`src/rtl/irq_ctl_pkg.sv`:
```
// rtl/irq_ctl_pkg.sv - register map, CTRL bit positions and VEC packing for irq_ctl
package irq_ctl_pkg;

    localparam logic [2:0] REG_PEND_L = 3'd0;
    localparam logic [2:0] REG_PEND_H = 3'd1;
    localparam logic [2:0] REG_MASK_L = 3'd2;
    localparam logic [2:0] REG_MASK_H = 3'd3;
    localparam logic [2:0] REG_MODE_L = 3'd4;
    localparam logic [2:0] REG_MODE_H = 3'd5;
    localparam logic [2:0] REG_VEC    = 3'd6;
    localparam logic [2:0] REG_CTRL   = 3'd7;

    localparam int CTRL_GEN     = 0;
    localparam int CTRL_NMI_SEL = 1;

    localparam int VEC_ANY     = 7;
    localparam int VEC_IDX_MSB = 3;
    localparam int VEC_IDX_LSB = 0;

    function automatic logic [7:0] vec_pack(input logic any, input logic [3:0] idx);
        logic [7:0] v;
        v = 8'h00;
        v[VEC_ANY] = any;
        v[VEC_IDX_MSB:VEC_IDX_LSB] = idx;
        return v;
    endfunction

endpackage

```
`src/rtl/irq_chan.sv`:
```
// rtl/irq_chan.sv - one interrupt channel: 2-flop synchroniser, edge detect, pending flop
module irq_chan
    import irq_ctl_pkg::*;
(
    input  logic clk,
    input  logic rst,
    input  logic i_src,
    input  logic i_edge,
    input  logic i_clr,
    output logic o_pend
);

    logic [1:0] r_sync;
    logic       r_lvl;
    logic       r_pend;
    logic       w_rise;

    assign w_rise = r_sync[1] & ~r_lvl;

    // Stored pending only exists in edge mode; level mode holds it at 0 so a
    // switch back to edge starts clean. A new edge beats a same-cycle clear.
    always_ff @(posedge clk or posedge rst) begin
        if (rst) begin
            r_sync <= 2'b00;
            r_lvl  <= 1'b0;
            r_pend <= 1'b0;
        end else begin
            r_sync <= {r_sync[0], i_src};
            r_lvl  <= r_sync[1];
            if (!i_edge)
                r_pend <= 1'b0;
            else if (w_rise)
                r_pend <= 1'b1;
            else if (i_clr)
                r_pend <= 1'b0;
        end
    end

    assign o_pend = i_edge ? r_pend : r_lvl;

endmodule

```
`src/rtl/irq_ctl.sv`:
```
// rtl/irq_ctl.sv - memory-mapped interrupt controller with priority vector and IRQ/NMI routing
module irq_ctl
    import irq_ctl_pkg::*;
#(
    parameter int N_CH        = 8,
    parameter bit NMI_DEFAULT = 1'b0
) (
    input  logic            clk,
    input  logic            RST,
    input  logic            CS,
    input  logic [2:0]      A,
    input  logic [7:0]      DI,
    input  logic            WE,
    output logic [7:0]      DO,
    input  logic [N_CH-1:0] SRC,
    output logic            IRQ,
    output logic            NMI
);

    logic [N_CH-1:0] r_mask, r_mode;
    logic [N_CH-1:0] w_pend, w_act, w_clr, w_mask_nx, w_mode_nx, w_irq_act;
    logic            r_gen, r_nmi_sel, r_irq, r_nmi;
    logic [7:0]      r_do, w_rdata;
    logic            w_wr, w_rd, w_any;
    logic [3:0]      w_idx;
    logic [15:0]     w_pend16, w_mask16, w_mode16;

    assign w_wr  = CS & WE;
    assign w_rd  = CS & ~WE;
    assign w_act = w_pend & r_mask;

    for (genvar g = 0; g < N_CH; g++) begin : g_chan
        irq_chan u_chan (
            .clk    (clk),
            .rst    (RST),
            .i_src  (SRC[g]),
            .i_edge (r_mode[g]),
            .i_clr  (w_clr[g]),
            .o_pend (w_pend[g])
        );
    end

    always_comb begin
        w_mask_nx = r_mask;
        w_mode_nx = r_mode;
        w_clr     = '0;
        for (int i = 0; i < N_CH; i++) begin
            if (w_wr && A == ((i < 8) ? REG_MASK_L : REG_MASK_H))
                w_mask_nx[i] = DI[i[2:0]];
            if (w_wr && A == ((i < 8) ? REG_MODE_L : REG_MODE_H))
                w_mode_nx[i] = DI[i[2:0]];
            w_clr[i] = w_wr && ((A == ((i < 8) ? REG_PEND_L : REG_PEND_H) && DI[i[2:0]]) ||
                                (A == REG_VEC && DI[3:0] == 4'(i)));
        end
    end

    // Scan downward so the lowest-numbered active channel is left in w_idx.
    always_comb begin
        w_any = 1'b0;
        w_idx = 4'd0;
        for (int i = N_CH - 1; i >= 0; i--) begin
            if (w_act[i]) begin
                w_any = 1'b1;
                w_idx = 4'(i);
            end
        end
    end

    always_comb begin
        w_irq_act = w_act;
        if (r_nmi_sel)
            w_irq_act[N_CH-1] = 1'b0;
    end

    always_comb begin
        w_pend16 = '0;
        w_mask16 = '0;
        w_mode16 = '0;
        w_pend16[N_CH-1:0] = w_pend;
        w_mask16[N_CH-1:0] = r_mask;
        w_mode16[N_CH-1:0] = r_mode;
    end

    always_comb begin
        w_rdata = 8'h00;
        case (A)
            REG_PEND_L: w_rdata = w_pend16[7:0];
            REG_PEND_H: w_rdata = w_pend16[15:8];
            REG_MASK_L: w_rdata = w_mask16[7:0];
            REG_MASK_H: w_rdata = w_mask16[15:8];
            REG_MODE_L: w_rdata = w_mode16[7:0];
            REG_MODE_H: w_rdata = w_mode16[15:8];
            REG_VEC:    w_rdata = vec_pack(w_any, w_idx);
            default:    w_rdata = {6'b0, r_nmi_sel, r_gen};
        endcase
    end

    always_ff @(posedge clk or posedge RST) begin
        if (RST) begin
            r_mask    <= '0;
            r_mode    <= '0;
            r_gen     <= 1'b0;
            r_nmi_sel <= NMI_DEFAULT;
            r_do      <= 8'h00;
            r_irq     <= 1'b0;
            r_nmi     <= 1'b0;
        end else begin
            r_mask <= w_mask_nx;
            r_mode <= w_mode_nx;
            if (w_wr && A == REG_CTRL) begin
                r_gen     <= DI[CTRL_GEN];
                r_nmi_sel <= DI[CTRL_NMI_SEL];
            end
            if (w_rd)
                r_do <= w_rdata;
            r_irq <= r_gen & (|w_irq_act);
            r_nmi <= r_gen & r_nmi_sel & w_act[N_CH-1];
        end
    end

    assign DO  = r_do;
    assign IRQ = r_irq;
    assign NMI = r_nmi;

endmodule

```
`config.mk`:
```
export PLATFORM = sky130hd
export DESIGN_NAME = irq_ctl
export DESIGN_NICKNAME = d
export VERILOG_FILES = /design/src/rtl/irq_ctl_pkg.sv /design/src/rtl/irq_chan.sv /design/src/rtl/irq_ctl.sv
export SDC_FILE = /design/constraint.sdc
export NUM_CORES = 1
export LEC_CHECK = 0
export CAP_MARGIN = 20
export CORE_MARGIN = 5
export CORE_UTILIZATION = 33
export DETAILED_ROUTE_END_ITERATION = 12
export DONT_BUFFER_PORTS = 1
export PLACE_DENSITY_LB_ADDON = 0.05
export SLEW_MARGIN = 10
export SYNTH_ARGS = -nofsm -noshare
export SYNTH_HDL_FRONTEND = slang
export SYNTH_SLANG_ARGS = --single-unit
```
`constraint.sdc`:
```
create_clock -name clk -period 4.9 [get_ports clk]
set_clock_uncertainty 0.1 [all_clocks]
set_input_delay 0.49 -clock clk [delete_from_list [all_inputs] [get_ports clk]]
set_output_delay 0.49 -clock clk [all_outputs]
set_load 0.02 [all_outputs]
```
==> results of run 1 <==
cell type report:
| cell class | count | share of cell area, % |
|---|---|---|
| well taps | 105 | 4.38 |
| repair buffers | 1 | 0.251 |
| multi-input cells | 160 | 38.9 |
| inverters | 6 | 0.752 |
| flip-flops and latches | 60 | 50.1 |
| clock buffers | 13 | 5.30 |
| clock inverters | 2 | 0.334 |
metrics by stage:
stage          power [W]  setup slack [ns]  utilization, %  hold slack, ns  cells
2_1_floorplan   0.000794              2.83               -           0.231    233
3_3_place_gp    0.000845              3.17            34.6           0.232    332
3_5_place_dp    0.000844              3.22            34.6           0.236    332
4_1_cts          0.00125              3.21            36.7         0.00843    347
5_1_grt          0.00130              3.05            36.7          0.0235    347
6_report         0.00123              3.21            36.7        -0.00490    347
layout by cell type (no fill, tap or decap), drive strengths merged, types with 2 or more instances in the layout:
master / n
nand2: 21
nor2b: 4
nor3: 2
nor2: 12
inv: 6
a221oi: 4
mux2: 24
a2bb2oi: 2
clkbuf: 13
mux2i: 3
a21oi: 8
a21boi: 6
a211oi: 2
nor3b: 2
o21ai: 24
nand3: 4
a22oi: 11
or3b: 2
clkinv: 2
nand2b: 12
dfrtp: 60
nand4: 3
layer usage:
layer	track usage [%]	share of wire, %	vias up	routed length, um
li1	-	-	866	-
met1	18.8	46	866	3030
met2	21.3	47	38	3090
met3	5.72	6.0	6	397
met4	4.40	1.3	0	85
met5	0	0	-	0
flip-flops by register name, summed over array words and instances, names as in the netlist:
signal / count
g_chan.u_chan.r_lvl: 8
g_chan.u_chan.r_sync: 16
IRQ: 1
DO: 8
NMI: 1
r_nmi_sel: 1
r_mask: 8
r_gen: 1
g_chan.u_chan.r_pend: 8
r_mode: 8
Yosys cell counts (all sizes together):
library cell / number / area share [%]
o311ai: 1 / 0.59
nand2: 21 / 2.9
nand3: 4 / 1.2
buf: 7 / 2.1
and2: 1 / 0.23
a22oi: 11 / 3.0
a41o: 1 / 0.36
a211oi: 2 / 0.55
a222oi: 1 / 0.36
a22o: 1 / 0.32
nand3b: 1 / 0.73
a21boi: 6 / 1.6
o22ai: 1 / 0.23
a32oi: 1 / 0.32
nand2b: 12 / 2.7
o211ai: 1 / 0.27
mux2i: 3 / 1.1
nand4: 3 / 1.2
o21a: 1 / 0.27
mux2: 24 / 10
nor3b: 2 / 1.1
o21ai: 24 / 4.4
a2bb2oi: 2 / 0.64
inv: 6 / 0.82
o2bb2ai: 1 / 0.32
dfrtp: 60 / 55
nor2: 12 / 1.7
or3b: 2 / 0.64
a21o: 1 / 0.27
a21oi: 8 / 1.5
nor2b: 4 / 0.91
a221oi: 4 / 1.3
o31ai: 1 / 0.46
nor3: 2 / 0.77
o31a: 1 / 0.32
where the power goes:
group	switching, W	internal [W]	total [W]
sequential	0.0000777	0.000563	0.000640
clock	0.000185	0.000207	0.000392
combinational	0.0000945	0.0000994	0.000194
total	0.000357	0.000869	0.00123
logic make-up after synthesis:
group	count (synthesis)	share of synthesized area, %
AND/OR/NAND/NOR	64	14.2
buffers and inverters	13	2.92
flip-flops	60	54.7
multiplexers	27	11.2
AO/OA/AOI/OAI	69	17.0
worst max-delay path by stage:
stage	startpoint	end
finish	r_mode[2]	IRQ
global placement	r_mode[2]	IRQ
CTS	r_mode[2]	IRQ
detailed placement	r_mode[2]	IRQ
global route	r_mode[2]	DO[1]
floorplan	RST	DO[0]
worst max-delay path: cells and delay by family (launching register included):
family             cells  cell delay, ns
AOI/OAI and AO/OA      2            0.53
muxes                  1            0.37
and+or+nand+nor        1            0.19
DFF                    1            0.39
==> metrics, run 1 <==
VDD IR-drop max 0.000155 V; Setup CP Type register to register; Ys Warns 0; footprint of the multi-input gates 0.00116 mm2; Final Slew Violations 0; share of layout cells above drive strength 1 19.8%; failing checks hold timing; largest net degree at the start of global routing 38; clk buf depth 2; Core Region 0.00818 mm2; P per Cell Area 409 mW/mm2; gpl congestion 0.811; PostCTS Resize Cnt 0; clk_lat worst skew 0.33 ns; crit path launch type register; Max Cap Viol 0; CP arrival 1.82 ns; Setup TNS 0 ns; worst reg-to-reg setup slack 3.21 ns; remaining antenna violation count 0; Cell Area, Placed 0.00283 mm2; CTS root buf clkbuf_8; ANT cells 0; cells along the critical path mux2_2, a22oi_1, nand3_1, o21a_1; Routed WL per cell 19.0 um; die area 0.0102 mm2; fin crit period 1.69 ns; Yosys cell types 47; Hold-fix buffers, CTS 0; Worst-path clk slew 0.07 ns; RR Startpoint r_mode[2]; kind of end point of the critical path register; Initial Utilization 33.6%; Via Count 1776; flops & latches, synth 60; post-DP HPWL 4750 um; first-pass GRT wire length 10700 um; clk sinks 60; area delta synth->final 9.11%; WL final 6600 um; CTS Buf Count 9; Req. time, crit path 5.02 ns; Hold Fails Final Rpt 2; outcome finished with violations; Post-Syn Nets 256; CTS tree built; vias in the first global route 1865; # IOs 33; all-layer global routing usage 14.2%; DR pass1 iterations 4; Final Hold Slack -0.00490 ns; initial antenna violation count 0; synthesized instance count 233; FP Rows 33; DRC viols 0; P_leak 1.26 nW; Avg Vias per Cell 5.12; Hold/Removal Path Class input pin to asynchronous set/reset pin; Crit Reg-Reg Endpoint IRQ; Setup violations, final 0; post-CTS setup buffers 0; final period utilization 34.6%; IO Port Bufs 0; Crit path largest cell delay 0.39 ns; global route overflow 0; RSZ-0062 raised after global routing no; drt first-iter violations 52; Die Width 101 um; fmax 0.591 GHz; Worst-Margin Slew 0.567 ns; register area share after synthesis 54.7%; FILL cells 804; nets@finish 261; reg2reg path depth 4; Netlist Area Pre-Place 0.00275 mm2; Final Instance Area 0.00300 mm2; largest fanout on the critical path 5; H-tree depth 3; headroom to the max-slew limit 62.2%; Seq. cell area 0.00150 mm2; Slowest cell on crit path dfrtp_1; syn avg cell area 11.8 um2; die height 101 um
Note: power is estimated with default switching activity, not from simulation.
==> run 2: changes to the inputs <==
- clock period: 4.9 -> 1.7 ns (I/O delays scaled with it)
==> run 2 against run 1 <==
  * The flow now finishes without violations
  * Critical path depth is 1 higher
  * Clock power grew to 3.4 times the previous value
  * Total power grew to 3.1 times the previous value
  * Die area stayed put
  * Design area is 11% higher
  * Cell count is 8.6% higher
  * First-iteration DRC count is 33% higher
  * Core utilization is 4.1 points higher
  * Sequential power grew to 2.9 times the previous value
  * Critical path type unchanged
  * Critical endpoint is now DO[1]
==> metrics, run 2 (same netlist as run 1, synthesis figures left out) <==
outcome completed; Hold/Removal Path Class input pin to register; Hold Path Depth 3; WHS Endpoint g_chan[0].u_chan.r_pend; # IOs 33 (unchanged); area delta synth->final 21.4%; Largest register FFs 16 (unchanged); global route overflow 0 (unchanged); RR Startpoint r_mode[3]; cells along the critical path mux2_2, a22oi_1, o21ai_1, nand4_1, o311ai_2; Crit Reg-Reg Endpoint DO[1]; largest net degree at the start of global routing 26 (-32%); Slowest cell on crit path dfrtp_1; Inst Count DP 342 (+3.0%); post-DP HPWL 4910 um (+3.5%); Seq. cell area 0.00150 mm2 (+0.17%); FP Rows 33 (unchanged); first-pass GRT wire length 11500 um (+7.2%); WL final 7080 um (+7.2%); Initial Utilization 33.6% (unchanged); largest fanout on the critical path 5 (unchanged); fmax 0.598 GHz (+1.3%); final period utilization 98.3% (+64 points); die area 0.0102 mm2 (unchanged); beginning of the worst hold path DI[0]; fin crit period 1.67 ns (-0.0222 ns); Final Slew Violations 0 (unchanged); CTS Buf Count 9 (unchanged); Largest Register g_chan.u_chan.r_sync; Cell Area, Placed 0.00292 mm2 (+3.2%); Final Hold Slack 0.0399 ns (+0.0448 ns); Avg Vias per Cell 5.10 (-0.34%); CTS root buf clkbuf_8; Die Width 101 um (unchanged); Final Instance Area 0.00333 mm2 (+11%); Setup CP Type register to register; die height 101 um (unchanged); headroom to the max-slew limit 65.8% (+3.6 points); clk buf depth 2 (unchanged); Max Cap Viol 0 (unchanged); CTS tree built; FILL cells 820 (+2.0%); crit path launch type register; post-CTS setup buffers 0 (unchanged); P_leak 1.40 nW (+11%); initial antenna violation count 0 (unchanged); share of layout cells above drive strength 1 23.5% (+3.7 points); IO Port Bufs 0 (unchanged); Pwr Total 0.00384 W (+210%); Via Count 1923 (+8.3%); gpl congestion 0.840 (+3.6%); VDD IR-drop max 0.000437 V (+180%); DR pass1 iterations 4 (unchanged); ANT cells 0 (unchanged); drt first-iter violations 69 (+33%); Worst-Margin Slew 0.513 ns (-0.0538 ns); kind of end point of the critical path register; Core Region 0.00818 mm2 (unchanged); Crit path largest cell delay 0.40 ns (about the same); worst reg-to-reg setup slack 0.03 ns (-3.18 ns); CP delay by family, top compound AO/OA/AOI/OAI gates; CP arrival 1.78 ns (-0.04 ns); leading cell type in the layout, fill and taps excluded dfrtp_1; clk sinks 60 (unchanged); reg2reg path depth 5 (+1); Req. time, crit path 1.81 ns (-3.21 ns); nets@finish 290 (+11%); vias in the first global route 1988 (+6.6%); Setup violations, final 0 (unchanged); H-tree depth 3 (unchanged); Hold Fails Final Rpt 0 (-2); remaining antenna violation count 0 (unchanged); DRC viols 0 (unchanged); CP Buf/Inv Count 0 (unchanged); RSZ-0062 raised after global routing yes; Worst-path clk slew 0.07 ns (about the same); footprint of the multi-input gates 0.00118 mm2 (+1.6%); all-layer global routing usage 15.3% (+1.1 points); non-filler instance count after layout 377 (+8.6%); P per Cell Area 1150 mW/mm2 (+180%); clk_lat worst skew 0.34 ns (about the same); most frequent cells in the layout 58 x dfrtp_1, 22 x mux2_2, 21 x nand2_1, 21 x o21ai_0, 19 x dlygate4sd3_1; Routed WL per cell 18.8 um (-1.3%)
## run 2: cell type report
class                      instances  share of cell area (%)
clock inverter                     4                    1.43
clock buffer                      12                    4.65
multi-input combinational        160                    35.5
tap                              105                    3.94
inverter                           6                   0.788
timing repair buffer              30                    8.56
sequential                        60                    45.1
## run 2: timing repair
action / 4_1_cts / 5_1_grt
hold buffers: 19 / 0
endpoints found under the hold margin: 92 / 0
resized for setup: 0 / 5
endpoints found under the setup margin: 0 / 4
## run 2: report_power, final
part / internal [W] / switching [W]
registers: 0.00162 / 0.000214
logic: 0.000368 / 0.000313
clock network: 0.000753 / 0.000570
total: 0.00274 / 0.00110
## run 2: per-stage QoR
step	utilization [%]	worst slack, ns	setup TNS, ns
3_5_place_dp	35.7	0.0565	0
5_1_grt	40.8	-0.0377	-0.0678
6_report	40.8	0.0289	0
4_1_cts	40.5	0.0425	0
3_3_place_gp	35.7	0.0504	0
2_1_floorplan	-	0.195	0
## run 2: worst max path at each step
| stage | from | end | depth (start not counted) |
|---|---|---|---|
| finish | r_mode[3] | DO[1] | 5 |
| detailed placement | r_mode[3] | DO[1] | 5 |
| floorplan | r_mode[2] | DO[1] | 5 |
| global placement | r_mode[5] | IRQ | 4 |
| CTS | r_mode[3] | IRQ | 4 |
| global route | r_mode[3] | DO[0] | 5 |
## run 2: layer usage
layer,track usage [%],vias up,routed length (um)
met2,23.6,48,3320
met4,5.73,0,139
met3,4.96,9,409
met5,0,-,0
met1,20.0,945,3210
li1,-,921,-
## run 2: tightest hold or removal path: stages
cell	delay (ns)
a22oi_1	0.06
o21ai_0	0.15
a21boi_1	0.06
==> run 3: changes to the inputs <==
- PLACE_DENSITY: default -> 0.48
- PLACE_DENSITY_LB_ADDON: 0.05 -> default
- SKIP_CTS_REPAIR_TIMING: default -> 1
==> run 3 against run 2 <==
  * Count of clock-buffer cells in the layout grew 1
  * Combinational power grew 0.9%
  * Via count shrank 0.73%
  * Register-to-register slack gained 0.09 ns
  * Routed wire length shrank 3.0%
  * Setup slack gained 0.092 ns
  * First-iteration DRC count grew 46%
  * Largest power group unchanged
==> metrics, run 3 (same netlist as run 1, synthesis figures left out) <==
largest fanout on the critical path 4 (-1); nets@finish 289 (-0.34%); beginning of the worst hold path DI[7]; worst reg-to-reg setup slack 0.12 ns (+0.09 ns); VDD IR-drop max 0.000476 V (+9.0%); Req. time, crit path 1.87 ns (+0.06 ns); largest net degree at the start of global routing 61 (+130%); Hold/Removal Path Class input pin to register; clk buf depth 2 (unchanged); Core Region 0.00818 mm2 (unchanged); kind of end point of the critical path register; non-filler instance count after layout 375 (-0.53%); share of layout cells above drive strength 1 22.6% (-0.94 points); P_leak 1.39 nW (-1.0%); DR pass1 iterations 4 (unchanged); Die Width 101 um (unchanged); leading cell type in the layout, fill and taps excluded dfrtp_1; final core occ 40.3% (-0.50 points); first-pass GRT wire length 11000 um (-4.1%); Largest register FFs 16 (unchanged); FILL cells 805 (-1.8%); footprint of the multi-input gates 0.00119 mm2 (+0.21%); Worst-path clk slew 0.06 ns (about the same); FP Rows 33 (unchanged); outcome completed; most frequent cells in the layout 60 x dfrtp_1, 22 x mux2_2, 21 x nand2_1, 21 x o21ai_0, 19 x dlygate4sd3_1; global route overflow 0 (unchanged); Via Count 1909 (-0.73%); fmax 0.633 GHz (+5.8%); area delta synth->final 19.9%; Final Instance Area 0.00329 mm2 (-1.2%); ANT cells 0 (unchanged); Cell Area, Placed 0.00291 mm2 (-0.26%); die area 0.0102 mm2 (unchanged); clk_lat worst skew 0.34 ns (about the same); P per Cell Area 1110 mW/mm2 (-3.9%); IO Port Bufs 0 (unchanged); WHS Endpoint g_chan[7].u_chan.r_pend; vias in the first global route 1861 (-6.4%); Max Cap Viol 0 (unchanged); Initial Utilization 33.6% (unchanged); final period utilization 92.9% (-5.4 points); H-tree depth 3 (unchanged); Hold Fails Final Rpt 0 (unchanged); reg2reg path depth 6 (+1); gpl congestion 0.806 (-4.0%); Setup violations, final 0 (unchanged); Crit Reg-Reg Endpoint DO[2]; initial antenna violation count 0 (unchanged); post-place setup slack 0.0605 ns (+0.00399 ns); drt first-iter violations 101 (+46%); setup ws final 0.121 ns (+0.0916 ns); Hold Path Depth 3 (unchanged); headroom to the max-slew limit 63.7% (-2.1 points); CTS tree built; Avg Vias per Cell 5.09 (-0.20%); WL final 6870 um (-3.0%); # IOs 33 (unchanged); Worst-Margin Slew 0.545 ns (+0.0319 ns); Final Slew Violations 0 (unchanged); remaining antenna violation count 0 (unchanged); crit path launch type register; RR Startpoint r_mode[2]; fin crit period 1.58 ns (-0.0916 ns); clk sinks 60 (unchanged); DRC viols 0 (unchanged); die height 101 um (unchanged); all-layer global routing usage 14.5% (-0.84 points); Routed WL per cell 18.3 um (-2.4%); Setup TNS 0 ns (unchanged); post-DP HPWL 4640 um (-5.6%); Setup CP Type register to register; Largest Register g_chan.u_chan.r_sync; CTS root buf clkbuf_8; CTS Buf Count 9 (unchanged); RSZ-0062 raised after global routing no; Inst Count DP 341 (-0.29%); CP arrival 1.75 ns (-0.03 ns); Seq. cell area 0.00150 mm2 (-0.17%)
==> run 3: per-layer routing <==
metal / GRT usage [%] / wire length [um] / up-vias
li1: - / - / 916
met1: 20.0 / 3150 / 944
met2: 21.4 / 3240 / 41
met3: 4.75 / 383 / 8
met4: 4.70 / 94 / 0
met5: 0 / 0 / -
==> run 3: report_power, final <==
part | total, W | internal (W) | switching, W
clock network | 0.00113 | 0.000597 | 0.000538
logic | 0.000688 | 0.000373 | 0.000315
registers | 0.00182 | 0.00162 | 0.000203
total | 0.00365 | 0.00259 | 0.00106
==> run 3: metrics by stage <==
step	power, W	hold WS (ns)
after floorplan	0.00229	0.101
after global placement	0.00246	0.0605
after detailed placement	0.00247	0.0637
after CTS	0.00363	-0.308
after global routing	0.00386	0.0108
final	0.00365	0.00653
==> run 3: critical path: stages, from the launching register on <==
cell and delay, ns:
dfrtp_1 0.38, buf_4 0.14, or3b_1 0.36, a21oi_1 0.15, a21oi_1 0.06, o31a_1 0.24
o21ai_1 0.07
==> run 3: cell type report <==
class	instances	share of cell area [%]
Clock buffer	13	4.83
Clock inverter	2	0.304
Inverter	6	0.798
Multi-Input combinational cell	160	36.0
Sequential cell	60	45.6
Tap cell	105	3.99
Timing Repair Buffer	29	8.44
==> run 3: worst max-delay path by stage <==
stage / start / endpoint / slack, ns / cells after the start
final: r_mode[2] / DO[2] / 0.12 / 6
after CTS: r_mode[5] / IRQ / 0.04 / 4
after global placement: r_mode[5] / IRQ / 0.08 / 4
after detailed placement: r_mode[5] / IRQ / 0.06 / 4
after global routing: r_mode[1] / IRQ / 0.03 / 4
after floorplan: r_mode[2] / DO[1] / 0.19 / 5
